$ cat config.mk
export PLATFORM = sky130hd
export DESIGN_NAME = mem_wb_writeback
export DESIGN_NICKNAME = d
export VERILOG_FILES = /design/src/rtl/mem_wb_writeback.sv
export SDC_FILE = /design/constraint.sdc
export NUM_CORES = 1
export LEC_CHECK = 0
export CORE_MARGIN = 10
export CORE_UTILIZATION = 36
export DETAILED_ROUTE_END_ITERATION = 12
export MAX_ROUTING_LAYER = met4
export PLACE_DENSITY = 0.87
export SETUP_SLACK_MARGIN = 0.4
export SLEW_MARGIN = 30
export SYNTH_ARGS = -nofsm -noshare
export SYNTH_HDL_FRONTEND = slang
export SYNTH_SLANG_ARGS = --single-unit
$ cat constraint.sdc
create_clock -name Clock -period 0.9 [get_ports Clock]
set_clock_uncertainty 0.2 [all_clocks]
set_input_delay 0.18 -clock Clock [delete_from_list [all_inputs] [get_ports Clock]]
set_output_delay 0.18 -clock Clock [all_outputs]
set_load 0.01 [all_outputs]
$ cat src/rtl/mem_wb_writeback.sv
// MEM/WB pipeline register plus writeback: extracts/extends load data, selects the result, drives the regfile write port.
// Latency: 1 cycle from MEM inputs to WB outputs; all WB outputs come straight from flops.
// Backpressure: Stall_MEM holds the WB register, Flush_MEM loads a bubble (flush wins). Optional RETIRE_COUNTER_EN adds RetireCount.
module mem_wb_writeback #(
    parameter int COUNT_WIDTH = 32,
    parameter bit SUPPRESS_R0 = 1'b1
) (
    input  logic                   Clock,
    input  logic                   Reset,
    input  logic                   Stall_MEM,
    input  logic                   Flush_MEM,
    input  logic                   Valid_MEM,
    input  logic                   RegWrite_MEM,
    input  logic                   MemToReg_MEM,
    input  logic [1:0]             R_Width_MEM,
    input  logic                   LoadSigned_MEM,
    input  logic [1:0]             ByteAddr_MEM,
    input  logic [31:0]            ALUResult_MEM,
    input  logic [31:0]            MemReadData_MEM,
    input  logic [4:0]             RegDestSelected_MEM,
    output logic [4:0]             RegDestSelected_WB,
    output logic [31:0]            regWriteData_WB,
    output logic                   regWrite_WB,
    output logic                   Valid_WB
`ifdef RETIRE_COUNTER_EN
    ,
    output logic [COUNT_WIDTH-1:0] RetireCount
`endif
);

    // Everything the WB stage presents to the register file, kept as one word.
    typedef struct packed {
        logic        vld;
        logic        wr;
        logic [4:0]  dest;
        logic [31:0] dat;
    } wb_t;

    wb_t         wb_q;
    wb_t         wb_nxt;
    logic [7:0]  load_byte;
    logic [15:0] load_half;
    logic [31:0] load_ext;

    // Pick the addressed lane and extend it to a full word.
    always_comb begin
        load_byte = MemReadData_MEM[7:0];
        case (ByteAddr_MEM)
            2'd1:    load_byte = MemReadData_MEM[15:8];
            2'd2:    load_byte = MemReadData_MEM[23:16];
            2'd3:    load_byte = MemReadData_MEM[31:24];
            default: load_byte = MemReadData_MEM[7:0];
        endcase
        // Only address bit 1 matters for halves; odd addresses are not trapped.
        load_half = ByteAddr_MEM[1] ? MemReadData_MEM[31:16] : MemReadData_MEM[15:0];
        case (R_Width_MEM)
            2'b01:   load_ext = {{16{LoadSigned_MEM & load_half[15]}}, load_half};
            2'b10:   load_ext = {{24{LoadSigned_MEM & load_byte[7]}}, load_byte};
            default: load_ext = MemReadData_MEM;
        endcase
    end

    // Build the next WB contents; an invalid slot becomes an all-zero bubble.
    always_comb begin
        wb_nxt = '0;
        if (Valid_MEM) begin
            wb_nxt.vld  = 1'b1;
            wb_nxt.wr   = RegWrite_MEM && !(SUPPRESS_R0 && (RegDestSelected_MEM == 5'd0));
            wb_nxt.dest = RegDestSelected_MEM;
            wb_nxt.dat  = MemToReg_MEM ? load_ext : ALUResult_MEM;
        end
    end

    // WB register: reset > flush > stall > load.
    always_ff @(posedge Clock or negedge Reset) begin
        if (!Reset) begin
            wb_q <= '0;
        end else if (Flush_MEM) begin
            wb_q <= '0;
        end else if (!Stall_MEM) begin
            wb_q <= wb_nxt;
        end
    end

    assign Valid_WB           = wb_q.vld;
    assign regWrite_WB        = wb_q.wr;
    assign RegDestSelected_WB = wb_q.dest;
    assign regWriteData_WB    = wb_q.dat;

`ifdef RETIRE_COUNTER_EN
    logic [COUNT_WIDTH-1:0] retire_cnt;

    // Count every valid instruction that actually advances into WB, writer or not.
    always_ff @(posedge Clock or negedge Reset) begin
        if (!Reset) begin
            retire_cnt <= '0;
        end else if (!Flush_MEM && !Stall_MEM && Valid_MEM) begin
            retire_cnt <= retire_cnt + 1'b1;
        end
    end

    assign RetireCount = retire_cnt;
`endif

endmodule

==> results summary <==
The flow ran to the end, but the final reports show violations. The final reports fail on negative hold slack, negative setup slack. The synthesized netlist contains 32 unique library cells. The number of antenna violations at the first check in global routing came to 0. Of the total power, the share spent switching nets is 0.274. After detailed routing, the average wire length per cell comes to approximately 20 µm. The end point of the critical path is regWriteData_WB[30]$_DFFE_PN0P_. The number of sinks on the clock net is 39. The final weighted congestion of routability-driven global placement came out at 0.839. The switching power summed over all nets is 1.34 mW.

The sequential element share of the synthesized area is 0.425. Setup total negative slack on the finished layout was measured at -29.62 ns. In the routed design, unresolved DRC markers number 0. In this run the critical register-to-register path is captured at regWriteData_WB[8]$_DFFE_PN0P_. After synthesis the netlist holds a flip-flop and latch count of 39. The die width is between 90 and 100 µm. Detailed routing inserted a total of about 2900 vias. The transition time at the pin with the least slew margin came out at 0.317 ns.

The worst-case reg-to-reg path depth is 3. Of the total power, the clock network draws 0.314. The core region is about 0.0063 mm². The global routing usage summed across all routing layers came out at 0.190. The power density relative to cell area came out at 1100 mW/mm². The worst IR drop on VDD came out at around 0.69 mV. The clock buffer count from CTS came out at 5. The initial cell density of the core is 0.366.

Tracing the worst setup path back leads to its startpoint at ByteAddr_MEM[1]. Traced cell by cell, the critical path runs through buf_8 > mux4_2 > and2_4 > o2111ai_4 > buf_12 > nand3_2. The total design power came out at slightly below 5 mW.

The layout-stage area growth over the synthesis result came out at 94.0%. The number of instances in the synthesized netlist came out at 254. The violation count after the first detailed-route iteration came out at ~220. The remaining global-route overflow came out at 0. The netlist area before placement is 0.00230 mm².

When the netlist entered floorplanning its net count stood at 337. The CTS root buffer is sky130_fd_sc_hd__clkbuf_8. In the post-route analysis, the smallest setup slack over all paths is -0.610 ns. The number of synthesis warnings is 0. The share of cells above drive strength 1 is 0.441. The count of nets left with antenna violations once routing finished came out at 0.

The post-route fraction of the period consumed by the critical path is 1.68. The number of max-capacitance violations reported came out at 0. The via count normalized by instance count came out at 5.73.

The maximum number of pins on one net before global-route repair came out at 40. The final net count came out at 508. The setup slack on the worst flop-to-flop path came out at -0.32 ns. Clock latency on the worst-skew pair, taken at its later pin, is approximately 0.3 ns. The worst hold path belongs to the class in2async. The buffers plus inverters on the worst setup path came out at 2. The post-route minimum period came out at between 1.5 and 2 ns. In this run the critical register-to-register path is launched from regWriteData_WB[8]$_DFFE_PN0P_.

The number of ports placed on the die boundary is 120. The layout filler cell count is 440. In this design, the largest share of critical-path delay is due to multiplexers. TritonCTS built the clock tree. The H-tree depth is 2. The proportion of power drawn by flip-flops and latches is 0.384. The repair_antennas step left the layout with diodes totalling 0. The critical path depth in cells came out at 6.

The cell internal power dissipation came out at around 3.6 mW. The type of origin of the critical path is an input pin. The die covers between 0.009 and 0.01 mm². The first-pass GRT wire length came out at roughly 15 mm. OpenSTA, run right after detailed placement, puts the worst setup slack at -1.28 ns. The worst hold slack across all endpoints is -0.363 ns. The worst slew slack as a fraction of its limit came out at 0.787. The first-pass detailed-route iteration total is 5. The final wirelength is ~10 mm. The clock-pin slew on the worst setup and hold paths came out at about 0.080 ns. The post-route non-filler standard cell count is 503. The half-perimeter wire length after detailed placement came out at approximately 7 mm. For this run, the top clock speed supported by timing is between 600 and 700 MHz. The leakage power of the design is around 2.2 nW. The count of final max-slew check failures came to 0.

Counting along the longest clock path gives a buffer depth of 2. The count of placed standard cells including taps came out at ~470. The longest individual stage delay on the worst path came out at around 0.5 ns.

The critical path in this run is classified as in2reg. In this run the tool buffered the top-level ports with roughly 120 buffer cells. The count of endpoints failing hold in the final timing report is 40. The critical path data required time is just under 0.9 ns. The critical-path maximum fanout came out at 8. After synthesis, the mean cell area works out to just over 9 µm².

The data arrival time of the worst path is about 1.5 ns. The row count came out at 29. The final standard cell utilization of the core is 0.710. Setup repair after global routing could not meet its margin everywhere. The vertical die dimension came out at between 90 and 100 µm.

The share of total power dissipated in combinational logic is 0.302. The final setup violation count is 78. On the critical path, the stage with the largest delay is an instance of sky130_fd_sc_hd__mux4_2. The number of global-route vias before repair was 2966. The endpoint kind of the worst setup timing path is a flop.
==> cell usage after synthesis (all sizes together) <==
master | instances | area, µm²
o211ai | 1 | 7.51
nor2 | 9 | 33.8
dfrtp | 39 | 976
mux2i | 8 | 80.1
nor2b | 17 | 106
mux4 | 1 | 22.5
a32o | 1 | 10.0
o22ai | 7 | 43.8
or3 | 1 | 6.26
and2 | 3 | 18.8
a31oi | 7 | 43.8
o21ai | 31 | 159
a221o | 7 | 70.1
a21o | 1 | 7.51
mux2 | 1 | 11.3
ha | 2 | 25.0
nand3 | 16 | 80.1
a22o | 5 | 43.8
clkbuf | 15 | 56.3
inv | 4 | 15.0
a22oi | 24 | 180
a2111oi | 1 | 27.5
nor3 | 8 | 40.0
o2111ai | 1 | 26.3
a211oi | 1 | 7.51
and3 | 2 | 12.5
nand2 | 33 | 124
nor3b | 1 | 12.5
buf | 7 | 51.3
==> cells by family (layout without fill, tap and decap cells) <==
kind of cell,count (synthesis),in the layout,synth area share
AND/OR/NAND/NOR,90,90,0.189
AO/OA/AOI/OAI,87,87,0.273
flip-flops,39,39,0.425
buffers and inverters,26,198,0.0533
multiplexers,10,10,0.0495
adder cells (fa/ha/maj),2,2,0.0109
==> cell usage in the layout (no fill, tap or decap), types with 2 or more instances in the layout <==
cell,Yosys,final
sky130_fd_sc_hd__buf_2,2,24
sky130_fd_sc_hd__nor2b_1,17,14
sky130_fd_sc_hd__nor2b_2,0,2
sky130_fd_sc_hd__buf_12,0,5
sky130_fd_sc_hd__inv_1,4,3
sky130_fd_sc_hd__a22oi_1,24,22
sky130_fd_sc_hd__buf_4,0,47
sky130_fd_sc_hd__mux2i_2,0,5
sky130_fd_sc_hd__nand2_2,0,2
sky130_fd_sc_hd__dlymetal6s2s_1,0,3
sky130_fd_sc_hd__nand2_1,33,31
sky130_fd_sc_hd__a221o_1,7,7
sky130_fd_sc_hd__o21ai_2,1,8
sky130_fd_sc_hd__dlygate4sd2_1,0,12
sky130_fd_sc_hd__clkbuf_8,0,6
sky130_fd_sc_hd__mux2i_1,8,2
sky130_fd_sc_hd__and2_4,0,2
sky130_fd_sc_hd__nor3_4,0,2
sky130_fd_sc_hd__a31oi_1,7,7
sky130_fd_sc_hd__nor3_2,0,5
sky130_fd_sc_hd__a22oi_2,0,2
sky130_fd_sc_hd__o22ai_2,0,7
sky130_fd_sc_hd__o21ai_1,0,12
sky130_fd_sc_hd__a22o_1,5,5
sky130_fd_sc_hd__dfrtp_1,39,39
sky130_fd_sc_hd__nor2_1,9,8
sky130_fd_sc_hd__buf_6,3,36
sky130_fd_sc_hd__buf_8,0,4
sky130_fd_sc_hd__o21ai_0,30,11
sky130_fd_sc_hd__nand3_2,0,15
sky130_fd_sc_hd__clkdlybuf4s50_1,0,53
==> worst min-delay path by stage <==
stage                                                   end   from
after floorplan           RegDestSelected_WB[0]$_DFFE_PN0P_  Reset
after CTS                 RegDestSelected_WB[4]$_DFFE_PN0P_  Reset
after global placement    RegDestSelected_WB[2]$_DFFE_PN0P_  Reset
after detailed placement  RegDestSelected_WB[4]$_DFFE_PN0P_  Reset
final                     RegDestSelected_WB[4]$_DFFE_PN0P_  Reset
after global routing      RegDestSelected_WB[1]$_DFFE_PN0P_  Reset
==> sequential cells by signal, summed over array words and instances, names as in the netlist <==
signal and count:
RegDestSelected_WB 5, Valid_WB 1, regWriteData_WB 32, regWrite_WB 1
==> timing repair <==
action                                 4_1_cts  5_1_grt
setup buffers                               16       12
pin swaps                                   20       13
endpoints found under the hold margin       41       40
resized for setup                          272       46
setup endpoints to repair                   78       78
cloned                                       1        0
==> layout make-up <==
type / instances / area (µm²) / share of cell area
repair buffers: 186 / 1750 / 0.392
inverters: 4 / 17.5 / 0.00393
well taps: 77 / 96.3 / 0.0216
multi-input cells: 189 / 1500 / 0.337
clock inverters: 2 / 35.0 / 0.00786
clock buffers: 6 / 82.6 / 0.0185
flip-flops and latches: 39 / 976 / 0.219
==> layer usage <==
metal  routed length (µm)  part of all wire  vias up  track usage
li1                     -                 -     1281            -
met1                 3950              0.38     1406        0.217
met2                 5260              0.51      165        0.324
met3                  813             0.079       28       0.0440
met4                  293             0.028        0       0.0551
met5                    0                 0        -            -
==> through the flow <==
step	hold WS, ns	instance area (µm²)
CTS	-0.358	4170
global placement	-0.0396	3910
detailed placement	-0.0324	3910
finish	-0.363	4460
global route	-0.347	4460
floorplan	-0.316	2430
==> power by group through the flow <==
| stage | logic, mW | clock network (mW) | registers, mW |
|---|---|---|---|
| finish | 1.48 | 1.54 | 1.88 |
| floorplan | 0.464 | 0 | 1.94 |
| global placement | 1.26 | 0 | 1.91 |
| global route | 1.57 | 1.61 | 1.89 |
| CTS | 1.32 | 1.55 | 1.88 |
| detailed placement | 1.29 | 0 | 1.91 |
Note: power is estimated with default switching activity, not from simulation.
